==> config.mk <==
export PLATFORM = sky130hd
export DESIGN_NAME = alu_muldiv_unit
export DESIGN_NICKNAME = d
export VERILOG_FILES = /design/src/rtl/alu_muldiv_unit.sv
export SDC_FILE = /design/constraint.sdc
export NUM_CORES = 2
export LEC_CHECK = 0
export BUFFER_PORTS_ARGS = -buffer_cell sky130_fd_sc_hd__buf_2
export CAP_MARGIN = 10
export CORE_MARGIN = 1
export CORE_UTILIZATION = 47
export CTS_BUF_LIST = sky130_fd_sc_hd__clkbuf_16
export DETAILED_ROUTE_END_ITERATION = 7
export PLACE_DENSITY_LB_ADDON = 0.15
export SLEW_MARGIN = 5
export SYNTH_ARGS = -nofsm -noshare
export SYNTH_HDL_FRONTEND = slang
export SYNTH_SLANG_ARGS = --single-unit
export TNS_END_PERCENT = 50
==> constraint.sdc <==
create_clock -name clk -period 7.1 [get_ports clk]
set_input_delay 0.355 -clock clk [delete_from_list [all_inputs] [get_ports clk]]
set_output_delay 0.355 -clock clk [all_outputs]
set_load 0.02 [all_outputs]
==> src/rtl/alu_muldiv_unit.sv <==
// alu_muldiv_unit: handshaked integer execute unit.
//   Single-cycle ALU/branch ops plus iterative RV32M multiply/divide/remainder.
//   Optional build macro ALU_FAST_MUL_EN: multiplies use a combinational
//   2*XLEN product with single-cycle latency; divide stays iterative.
// Ports:
//   clk, rst           clock (rising edge), async active-high reset
//   in_valid/in_ready  request handshake; op, rs1, rs2 sampled at accept
//   flush              synchronous abort of any in-flight or held op
//   out_valid/out_ready result handshake; result, branch_taken held in DONE
//   busy               iterative op in progress
module alu_muldiv_unit #(
  parameter int XLEN    = 32,
  parameter int SHAMT_W = $clog2(XLEN)
) (
  input  logic            clk,
  input  logic            rst,
  input  logic            in_valid,
  output logic            in_ready,
  input  logic [4:0]      op,
  input  logic [XLEN-1:0] rs1,
  input  logic [XLEN-1:0] rs2,
  input  logic            flush,
  output logic            out_valid,
  input  logic            out_ready,
  output logic [XLEN-1:0] result,
  output logic            branch_taken,
  output logic            busy
);

  localparam int CNT_W = $clog2(XLEN + 1);

  localparam logic [4:0] OP_ADD    = 5'd1;
  localparam logic [4:0] OP_SUB    = 5'd2;
  localparam logic [4:0] OP_XOR    = 5'd3;
  localparam logic [4:0] OP_OR     = 5'd4;
  localparam logic [4:0] OP_AND    = 5'd5;
  localparam logic [4:0] OP_SLL    = 5'd6;
  localparam logic [4:0] OP_SRL    = 5'd7;
  localparam logic [4:0] OP_SRA    = 5'd8;
  localparam logic [4:0] OP_SLT    = 5'd9;
  localparam logic [4:0] OP_SLTU   = 5'd10;
  localparam logic [4:0] OP_BEQ    = 5'd11;
  localparam logic [4:0] OP_BNE    = 5'd12;
  localparam logic [4:0] OP_BLT    = 5'd13;
  localparam logic [4:0] OP_BGE    = 5'd14;
  localparam logic [4:0] OP_BLTU   = 5'd15;
  localparam logic [4:0] OP_BGEU   = 5'd16;
  localparam logic [4:0] OP_JAL    = 5'd17;
  localparam logic [4:0] OP_LUI    = 5'd18;
  localparam logic [4:0] OP_MUL    = 5'd19;
  localparam logic [4:0] OP_MULH   = 5'd20;
  localparam logic [4:0] OP_MULHSU = 5'd21;
  localparam logic [4:0] OP_MULHU  = 5'd22;
  localparam logic [4:0] OP_DIV    = 5'd23;
  localparam logic [4:0] OP_DIVU   = 5'd24;
  localparam logic [4:0] OP_REM    = 5'd25;
  localparam logic [4:0] OP_REMU   = 5'd26;

  typedef enum logic [1:0] {IDLE = 2'd0, BUSY = 2'd1, DONE = 2'd2} state_t;

  state_t            state_q, state_d;
  logic [XLEN-1:0]   result_q, result_d;
  logic              branch_q, branch_d;
  logic [CNT_W-1:0]  cnt_q, cnt_d;
  logic [4:0]        op_q, op_d;
  logic [XLEN-1:0]   acc_q, acc_d;    // product high half / partial remainder
  logic [XLEN-1:0]   lo_q, lo_d;      // multiplier, then product low / quotient
  logic [XLEN-1:0]   opb_q, opb_d;    // multiplicand / divisor magnitude
  logic [XLEN-1:0]   rs1_q, rs1_d;    // original dividend for REM by zero
  logic              neg_q, neg_d;    // product / quotient sign
  logic              negr_q, negr_d;  // remainder sign
  logic              div0_q, div0_d;

  // Operand decode for the request on the input port
  logic            is_mul_in, is_div_in, iter_in;
  logic            a_signed_in, b_signed_in, a_neg_in, b_neg_in;
  logic [XLEN-1:0] mag_a, mag_b;
  logic [SHAMT_W-1:0] shamt;

  assign is_mul_in   = (op >= OP_MUL) && (op <= OP_MULHU);
  assign is_div_in   = (op >= OP_DIV) && (op <= OP_REMU);
  assign a_signed_in = (op == OP_MUL) || (op == OP_MULH) || (op == OP_MULHSU) ||
                       (op == OP_DIV) || (op == OP_REM);
  assign b_signed_in = (op == OP_MUL) || (op == OP_MULH) ||
                       (op == OP_DIV) || (op == OP_REM);
  assign a_neg_in    = a_signed_in && rs1[XLEN-1];
  assign b_neg_in    = b_signed_in && rs2[XLEN-1];
  assign mag_a       = a_neg_in ? (~rs1 + 1'b1) : rs1;
  assign mag_b       = b_neg_in ? (~rs2 + 1'b1) : rs2;
  assign shamt       = rs2[SHAMT_W-1:0];

`ifdef ALU_FAST_MUL_EN
  logic [2*XLEN-1:0] fast_prod;
  assign fast_prod = {{XLEN{1'b0}}, mag_a} * {{XLEN{1'b0}}, mag_b};
  assign iter_in   = is_div_in;
`else
  assign iter_in   = is_mul_in || is_div_in;
`endif

  // Apply the sign to the magnitude product and pick the requested half
  function automatic logic [XLEN-1:0] mul_pick(input logic [4:0] f_op,
                                               input logic [2*XLEN-1:0] mag_prod,
                                               input logic f_neg);
    logic [2*XLEN-1:0] prod;
    prod = f_neg ? (~mag_prod + 1'b1) : mag_prod;
    return (f_op == OP_MUL) ? prod[XLEN-1:0] : prod[2*XLEN-1:XLEN];
  endfunction

  function automatic logic [XLEN-1:0] div_pick(input logic [4:0] f_op,
                                               input logic [XLEN-1:0] q,
                                               input logic [XLEN-1:0] r,
                                               input logic f_negq,
                                               input logic f_negr,
                                               input logic f_div0,
                                               input logic [XLEN-1:0] f_a);
    logic is_rem;
    is_rem = (f_op == OP_REM) || (f_op == OP_REMU);
    if (f_div0) return is_rem ? f_a : '1;
    else if (is_rem) return f_negr ? (~r + 1'b1) : r;
    else return f_negq ? (~q + 1'b1) : q;
  endfunction

  // Single-cycle ALU / branch datapath
  logic [XLEN-1:0] base_res;
  logic            base_br;

  always_comb begin
    base_res = '0;
    base_br  = 1'b0;
    case (op)
      OP_ADD:  base_res = rs1 + rs2;
      OP_SUB:  base_res = rs1 - rs2;
      OP_XOR:  base_res = rs1 ^ rs2;
      OP_OR:   base_res = rs1 | rs2;
      OP_AND:  base_res = rs1 & rs2;
      OP_SLL:  base_res = rs1 << shamt;
      OP_SRL:  base_res = rs1 >> shamt;
      OP_SRA:  base_res = $unsigned($signed(rs1) >>> shamt);
      OP_SLT:  base_res = {{(XLEN-1){1'b0}}, $signed(rs1) < $signed(rs2)};
      OP_SLTU: base_res = {{(XLEN-1){1'b0}}, rs1 < rs2};
      OP_BEQ:  base_br  = (rs1 == rs2);
      OP_BNE:  base_br  = (rs1 != rs2);
      OP_BLT:  base_br  = ($signed(rs1) < $signed(rs2));
      OP_BGE:  base_br  = ($signed(rs1) >= $signed(rs2));
      OP_BLTU: base_br  = (rs1 < rs2);
      OP_BGEU: base_br  = (rs1 >= rs2);
      OP_JAL:  base_res = rs1 + rs2;
      OP_LUI:  base_res = rs2 << 12;
`ifdef ALU_FAST_MUL_EN
      OP_MUL, OP_MULH, OP_MULHSU, OP_MULHU:
               base_res = mul_pick(op, fast_prod, a_neg_in ^ b_neg_in);
`endif
      default: ;
    endcase
  end

  // One iteration of the shared shift-add / restoring-divide datapath
  logic            is_div_q;
  logic [XLEN:0]   mul_sum, div_r, div_diff;
  logic [XLEN-1:0] step_acc, step_lo, final_res;

  assign is_div_q = (op_q >= OP_DIV);
  assign mul_sum  = {1'b0, acc_q} + (lo_q[0] ? {1'b0, opb_q} : '0);
  assign div_r    = {acc_q, lo_q[XLEN-1]};
  assign div_diff = div_r - {1'b0, opb_q};

  always_comb begin
    if (is_div_q) begin
      if (!div_diff[XLEN]) begin
        step_acc = div_diff[XLEN-1:0];
        step_lo  = {lo_q[XLEN-2:0], 1'b1};
      end else begin
        step_acc = div_r[XLEN-1:0];
        step_lo  = {lo_q[XLEN-2:0], 1'b0};
      end
    end else begin
      step_acc = mul_sum[XLEN:1];
      step_lo  = {mul_sum[0], lo_q[XLEN-1:1]};
    end
  end

  // Final result is taken from the last iteration's output so that DONE is
  // reached on the same edge the counter reaches zero.
  assign final_res = is_div_q
      ? div_pick(op_q, step_lo, step_acc, neg_q, negr_q, div0_q, rs1_q)
      : mul_pick(op_q, {step_acc, step_lo}, neg_q);

  always_comb begin
    state_d  = state_q;
    result_d = result_q;
    branch_d = branch_q;
    cnt_d    = cnt_q;
    op_d     = op_q;
    acc_d    = acc_q;
    lo_d     = lo_q;
    opb_d    = opb_q;
    rs1_d    = rs1_q;
    neg_d    = neg_q;
    negr_d   = negr_q;
    div0_d   = div0_q;
    if (flush) begin
      state_d = IDLE;
      cnt_d   = '0;
    end else begin
      case (state_q)
        IDLE: begin
          if (in_valid) begin
            if (iter_in) begin
              op_d   = op;
              rs1_d  = rs1;
              neg_d  = a_neg_in ^ b_neg_in;
              negr_d = a_neg_in;
              div0_d = (rs2 == '0);
              acc_d  = '0;
              lo_d   = is_div_in ? mag_a : mag_b;
              opb_d  = is_div_in ? mag_b : mag_a;
              cnt_d  = CNT_W'(XLEN);
              state_d = BUSY;
            end else begin
              result_d = base_res;
              branch_d = base_br;
              state_d  = DONE;
            end
          end
        end
        BUSY: begin
          acc_d = step_acc;
          lo_d  = step_lo;
          cnt_d = cnt_q - 1'b1;
          if (cnt_q == CNT_W'(1)) begin
            result_d = final_res;
            branch_d = 1'b0;
            state_d  = DONE;
          end
        end
        DONE: begin
          if (out_ready) state_d = IDLE;
        end
        default: state_d = IDLE;
      endcase
    end
  end

  always_ff @(posedge clk or posedge rst) begin
    if (rst) begin
      state_q  <= IDLE;
      result_q <= '0;
      branch_q <= 1'b0;
      cnt_q    <= '0;
      op_q     <= '0;
      acc_q    <= '0;
      lo_q     <= '0;
      opb_q    <= '0;
      rs1_q    <= '0;
      neg_q    <= 1'b0;
      negr_q   <= 1'b0;
      div0_q   <= 1'b0;
    end else begin
      state_q  <= state_d;
      result_q <= result_d;
      branch_q <= branch_d;
      cnt_q    <= cnt_d;
      op_q     <= op_d;
      acc_q    <= acc_d;
      lo_q     <= lo_d;
      opb_q    <= opb_d;
      rs1_q    <= rs1_d;
      neg_q    <= neg_d;
      negr_q   <= negr_d;
      div0_q   <= div0_d;
    end
  end

  assign in_ready     = (state_q == IDLE) && !rst;
  assign out_valid    = (state_q == DONE);
  assign busy         = (state_q == BUSY);
  assign result       = result_q;
  assign branch_taken = branch_q;

endmodule

== After elaboration in Yosys (flattened, before gate mapping) ==
Index checks and enable logic that the tools add are counted.

* Register bits: 177
* Input bits: 74
* Output and inout port bits: 36
* Logic and storage cells: 150

* $add $sub $neg: 10
* $lt $le $gt $ge: 9
* Equal/unequal tests: 39
* Shifts and indexed selects: 3
* Muxes and demuxes: 43
* Bitwise logic cells: 10
* Reductions and logical operators: 24

{| class="wikitable"
|+ Operators by type and width
! cell !! count
|-
| 2-to-1 mux 32 bit || 22
|-
| one-hot mux 32 bit (11 select lines) || 1
|-
| one-hot mux 32 bit (2 select lines) || 3
|-
| adder 32 x 1 -> 32 bit, second input constant || 4
|-
| NOT 32 bit || 4
|-
| adder 64 x 1 -> 64 bit, second input constant || 1
|-
| greater-or-equal comparator 32 bit || 2
|-
| < comparator 32 bit || 2
|-
| 2-to-1 mux 64 bit || 1
|-
| NOT 64 bit || 1
|-
| == test 5 bit, second input constant || 11
|-
| == test 5 x 4 -> 1 bit, second input constant || 8
|-
| adder 32 x 32 -> 33 bit || 1
|-
| subtractor 33 x 32 -> 33 bit || 1
|-
| adder 32 bit || 1
|-
| bitwise AND 32 bit || 1
|-
| == test 32 bit || 1
|-
| logical NOT 32 bit || 1
|-
| inequality test 32 bit || 1
|-
| OR 32 bit || 1
|-
| << shifter 32 x 5 -> 32 bit || 1
|-
| right shift 32 x 5 -> 32 bit || 1
|-
| >>> shifter 32 x 5 -> 32 bit || 1
|-
| subtractor 32 bit || 1
|-
| 33 further kinds || 66
|}

== Longest topological paths before layout ==
* Depth after elaboration: 11
* Gate-level depth with buffers: 27
* Mapped depth without buffers: 24

== Worst setup path before layout ==
Ideal clock, no wire load.

* Kind: register -> register
* From: register lo_q[31]
* To: register result_q[24], in the netlist result[24]
* Library setup time: 0.127 ns
* Data arrival time: 5.843 ns
* Data required time: 6.973 ns
* Path slack: 1.130 ns
* Stages on the path, launching flop included: 26
* Buffers on the path: 5
* Period minus slack after synthesis: 5.970 ns
* Cells stage by stage: dfrtp_1 > inv_1 > ha_1 > fa_1 > nand2b_1 > a21o_1 > a211oi_1 > o211a_1 > o211a_1 > buf_6 > clkbuf_1 > clkbuf_1 > clkbuf_1 > a211oi_1 > a21oi_1 > ha_1 > nor3b_1 > a31oi_1 > or3_1 > clkbuf_1 > or3_1 > o41ai_2 > xor2_1 > nor3_1 > a211oi_1 > o21ai_1

* Word-level cells in the longest chain between the ends: 11
* Elaborated cells on any way between the ends: 20
* Classes of those cells: add/sub (4); mux (13); bitwise (3)

{| class="wikitable"
|+ RTL lines
! what !! line !! RTL
|-
| start: declaration || 67 || <nowiki>logic [XLEN-1:0] lo_q, lo_d;</nowiki>
|-
| start signal: assignment || 265 || <nowiki>lo_q <= lo_d;</nowiki>
|-
| subtractor 33 x 32 -> 33 bit || 165 || <nowiki>assign div_diff = div_r - {1'b0, opb_q};</nowiki>
|-
| 2-to-1 mux 1 bit / 2-to-1 mux 32 bit (equally long branches) || 169 || <nowiki>if (!div_diff[XLEN]) begin</nowiki>
|-
| 2-to-1 mux 32 bit || 168 || <nowiki>if (is_div_q) begin</nowiki>
|-
| NOT 32 bit (on tied branches) || 120, 119 ||
|-
| adder 32 x 1 -> 32 bit (on tied branches) || 120, 119 ||
|-
| 2-to-1 mux 32 bit (on tied branches) || 120, 119 ||
|-
| 2-to-1 mux 32 bit || 119 || <nowiki>else if (is_rem) return f_negr ? (~r + 1'b1) : r;</nowiki>
|-
| 2-to-1 mux 32 bit || 118 || <nowiki>if (f_div0) return is_rem ? f_a : '1;</nowiki>
|-
| 2-to-1 mux 32 bit (*) || 185 || <nowiki>? div_pick(op_q, step_lo, step_acc, neg_q, negr_q, div0_q, rs1_q)</nowiki>
|-
| 2-to-1 mux 32 bit (*) || 230 || <nowiki>if (cnt_q == CNT_W'(1)) begin</nowiki>
|-
| one-hot mux 32 bit (2 select lines) (*) || 205 || <nowiki>case (state_q)</nowiki>
|-
| end signal: assignment || 260 || <nowiki>result_q <= result_d;</nowiki>
|-
| end: declaration || 62 || <nowiki>logic [XLEN-1:0] result_q, result_d;</nowiki>
|}

Mark *: on every way between the ends. The rest lies on a longest branch, timed or not. The select of a mux whose other input is x is not followed.
A chain may end at the register's enable or synchronous reset.

== Final worst setup path ==
Ends and elaborated chain as after synthesis.

==> results_dict.tcl <==
set metrics [dict create \
    outcome "finished with violations" \
    layout_commonest_cell "nand2_1" \
    drcViolationCount 0 \
    ys_dominant_reg_cell "dfrtp_1" \
    clock_tree.htree_level_count 4 \
    antenna_found_initial 3 \
    cp_slowest_stage_delay_ns 0.56 \
    synth-seq-cells 177 \
    worst-r2r-cell-count 24 \
    buffer_levels_on_the_longest_clock_path 2 \
    synth_warnings 0 \
    cts_setup_buffers 0 \
    leakagePower_nw 11.7 \
    initial_core_util_pct 47.6 \
    finalHoldViolCount 12 \
    final-max-slew-violation-count 0 \
    dp.final_hpwl_mm 98.9 \
    worst-slew-pin-transition_ns 1.26 \
    critical_path_class "register to register" \
    final_layout_size_suffix_gt1_share_pct 9.19 \
    dieHeight_um 235 \
    num_vias 29600 \
    top_level_ports 110 \
    drtPass1Iterations 7 \
    cts_sinks 177 \
    critical_path_arrival_ns 7.12 \
    netlist-cell-type-count 86 \
    row_count 85 \
    nNetsFinal 3724 \
    gp_routability_congestion 1.05 \
    final_number_of_setup_violating_endpoints 0 \
    postSynthCellCount 3537 \
    number_of_flops_mapped_to_enable_cells_by_yosys 0 \
    final.period_utilization_pct 95.1 \
    buffer_ports.inserted 109 \
    vias_per_cell 7.07 \
    finalWirelength_mm 126 \
    tritoncts "done" \
    maxSlewHeadroom_pct 15.8 \
    global_route.overflow_total 0 \
    layout_utilization_pct 50.6 \
    r2r_end "result[24]" \
    dr.first_iter.drc_count 3937 \
    fp.dieArea_sq_mm 0.0554 \
    r2r_start "lo_q[31]" \
    grt_pass1_vias 27200 \
    fmax_ghz 0.148 \
    failed_checks "negative hold slack" \
    fin_setup_tns_ns 0 \
    globalRouteTotalUtil_pct 44.4 \
    endpoint "result[24]" \
    wl_per_cell_um 30.1 \
    crit_path_cell_trace "inv_1 -> ha_1 -> fa_1 -> nand2b_1 -> a21o_1 -> a211oi_2 -> o2111ai_1 -> o211ai_2 -> nor2_1 -> a21oi_1 -> buf_4 -> ha_1 -> nand3b_1 -> nor3_1 -> nor4b_2 -> o2111ai_1 -> nor4_1 -> nand3_1 -> or2_2 -> o41ai_2 -> xor2_1 -> nor3_1 -> a211oi_1 -> o21ai_1" \
    pin_count_of_the_biggest_net_entering_global_routing 117 \
    cts-buffers-inserted 17 \
    worst-endpoint-required_ns 7.47 \
    layout-area-overhead-vs-synth_pct 6.39 \
    min-delay-path-class "primary input to asynchronous set/reset pin" \
    clockRootBuffer "clkbuf_16" \
    avgSynthCellArea_sq_um 7.24 \
    synth_seq_area_share_pct 17.3 \
    die_w_um 235 \
    grt_pass1_wl_mm 184 \
    ant_nets 0 \
    worst_skew_pair.late_latency_ns 0.50 \
    fin_hold_ws_ns -0.0566 \
    cts.clk_slew.worst_paths_ns 0.08 \
    syn-cell-area_sq_mm 0.0256 \
    mostFrequentLayoutCells "nand2_1 (383), o21ai_0 (378), nor2_1 (353)" \
    asyncSetResetFlopFracSynth_pct 100 \
    finalCriticalPeriod_ns 6.75 \
    timing.critical_path.to_type "register" \
    worst_setup_path_start_kind "register" \
    synth_nets 3782 \
    critPathMaxFanout 14 \
    cap_violations 0 \
    setup.worst_path.start "lo_q[31]" \
    crit_path_top_delay_cell "or2_2" \
    power.ir.vdd_worst_v 0.000234 \
    regToRegSetupSlack_ns 0.35 \
    post_route_skew_ns 0.0207 \
    floorplan_core_area_sq_mm 0.0538 \
    power.density_mw_per_mm2 282 \
]
-- how the worst min path moves through the flow --
| stage | slack, ns | to | start | depth (start not counted) |
|---|---|---|---|---|
| finish | -0.06 | state_q[1] | rst | 2 |
| global route | 0.07 | state_q[0] | rst | 2 |
| CTS | 0.05 | state_q[1] | rst | 2 |
| detailed placement | 0.47 | rs1_q[13] | rs1_q[13] | 2 |
| global placement | 0.46 | rs1_q[13] | rs1_q[13] | 2 |
| floorplan | 0.42 | cnt_q[0] | flush | 1 |
-- logic make-up (layout without fill, tap and decap cells) --
kind of cell | count (synthesis) | count (layout) | share of synthesized area [%]
other | 0 | 1 | 0
AO/OA/AOI/OAI | 1258 | 1258 | 31.6
flip-flops | 177 | 177 | 17.3
XOR/XNOR | 191 | 191 | 6.53
AND/OR/NAND/NOR | 1139 | 1139 | 20.2
adder cells (fa/ha/maj) | 171 | 171 | 8.47
buffers and inverters | 404 | 359 | 5.96
multiplexers | 197 | 197 | 9.97
-- flip-flops by register name, summed over array words and instances, names as in the netlist --
name          flops
div0_q            1
neg_q             1
negr_q            1
state_q           2
acc_q            32
cnt_q             6
branch_taken      1
result           32
lo_q             32
rs1_q            32
opb_q            32
op_q              5
-- cells in the mapped netlist (all sizes together), types with 18 or more instances --
cell / n / area share [%]
o21ai: 386 / 7.5
nand2: 385 / 5.7
nor2: 355 / 5.2
a21oi: 283 / 5.5
clkbuf: 212 / 3.1
dfrtp: 177 / 17
ha: 167 / 8.2
inv: 150 / 2.2
mux2i: 129 / 5.0
xnor2: 118 / 4.0
nor3: 95 / 1.9
xor2: 73 / 2.5
nand3: 60 / 1.2
a21o: 55 / 1.6
and2: 53 / 1.3
o31ai: 51 / 1.5
a211oi: 49 / 1.4
mux4: 44 / 3.9
o211ai: 41 / 1.2
buf: 40 / 0.63
a31oi: 38 / 0.93
o22ai: 37 / 0.90
a221oi: 33 / 1.2
a22oi: 30 / 0.88
or3: 29 / 0.71
a22o: 27 / 0.92
nand2b: 27 / 0.66
nor4: 25 / 0.61
mux2: 24 / 1.1
nand4: 24 / 0.59
o21bai: 24 / 0.70
o221ai: 24 / 0.82
o2111ai: 21 / 0.72
nor2b: 18 / 0.44
o41ai: 18 / 0.65
-- area by class of cell --
class                           count  area [sq um]
Fill cell                        5453         26600
Multi-Input combinational cell   2956         19700
Sequential cell                   177          4430
Timing Repair Buffer              175          1050
Tap cell                          696           871
Inverter                          152           578
Clock buffer                       17           425
Clock inverter                     15           163
Antenna cell                        1          2.50
-- timing repair --
action,CTS,global route
setup endpoints to repair,0,16
hold buffers,0,0
gates resized for setup,0,3
-- worst max-delay path, delay by kind of cell, from the launching register on --
family	cells	cell delay, ns
AO/OA/AOI/OAI	9	2.38
XOR/XNOR	1	0.17
adder cells (fa/ha/maj)	3	0.82
buffers and inverters	2	0.21
flip-flops	1	0.44
AND/OR/NAND/NOR	9	2.58
-- per-stage QoR --
| stage | cell area [sq um] | setup slack (ns) | instances | total power, mW | hold WS (ns) |
|---|---|---|---|---|---|
| 2_1_floorplan | 25600 | 1.13 | 3537 | 4.86 | 0.422 |
| 3_3_place_gp | 26600 | 0.401 | 4155 | 6.44 | 0.464 |
| 3_5_place_dp | 26600 | 0.216 | 4156 | 6.50 | 0.468 |
| 4_1_cts | 27200 | 0.144 | 4188 | 7.50 | 0.0513 |
| 5_1_grt | 27200 | -0.000647 | 4188 | 8.08 | 0.0680 |
| 6_report | 27200 | 0.348 | 4189 | 7.67 | -0.0566 |
-- power by group --
| group | leakage (nW) | total (mW) | internal, mW | switching (mW) |
|---|---|---|---|---|
| combinational | 9.20 | 5.01 | 1.71 | 3.30 |
| sequential | 2.26 | 1.67 | 1.28 | 0.390 |
| clock | 0.289 | 0.995 | 0.472 | 0.523 |
-- metal layers --
metal	up-vias	global-route usage, %	share of wire, %
met3	357	9.40	11
met5	-	0	0.037
met2	1996	64.8	42
li1	12900	-	-
met4	6	26.4	6.7
met1	14400	60.0	41
(Power assumes the default switching activity.)
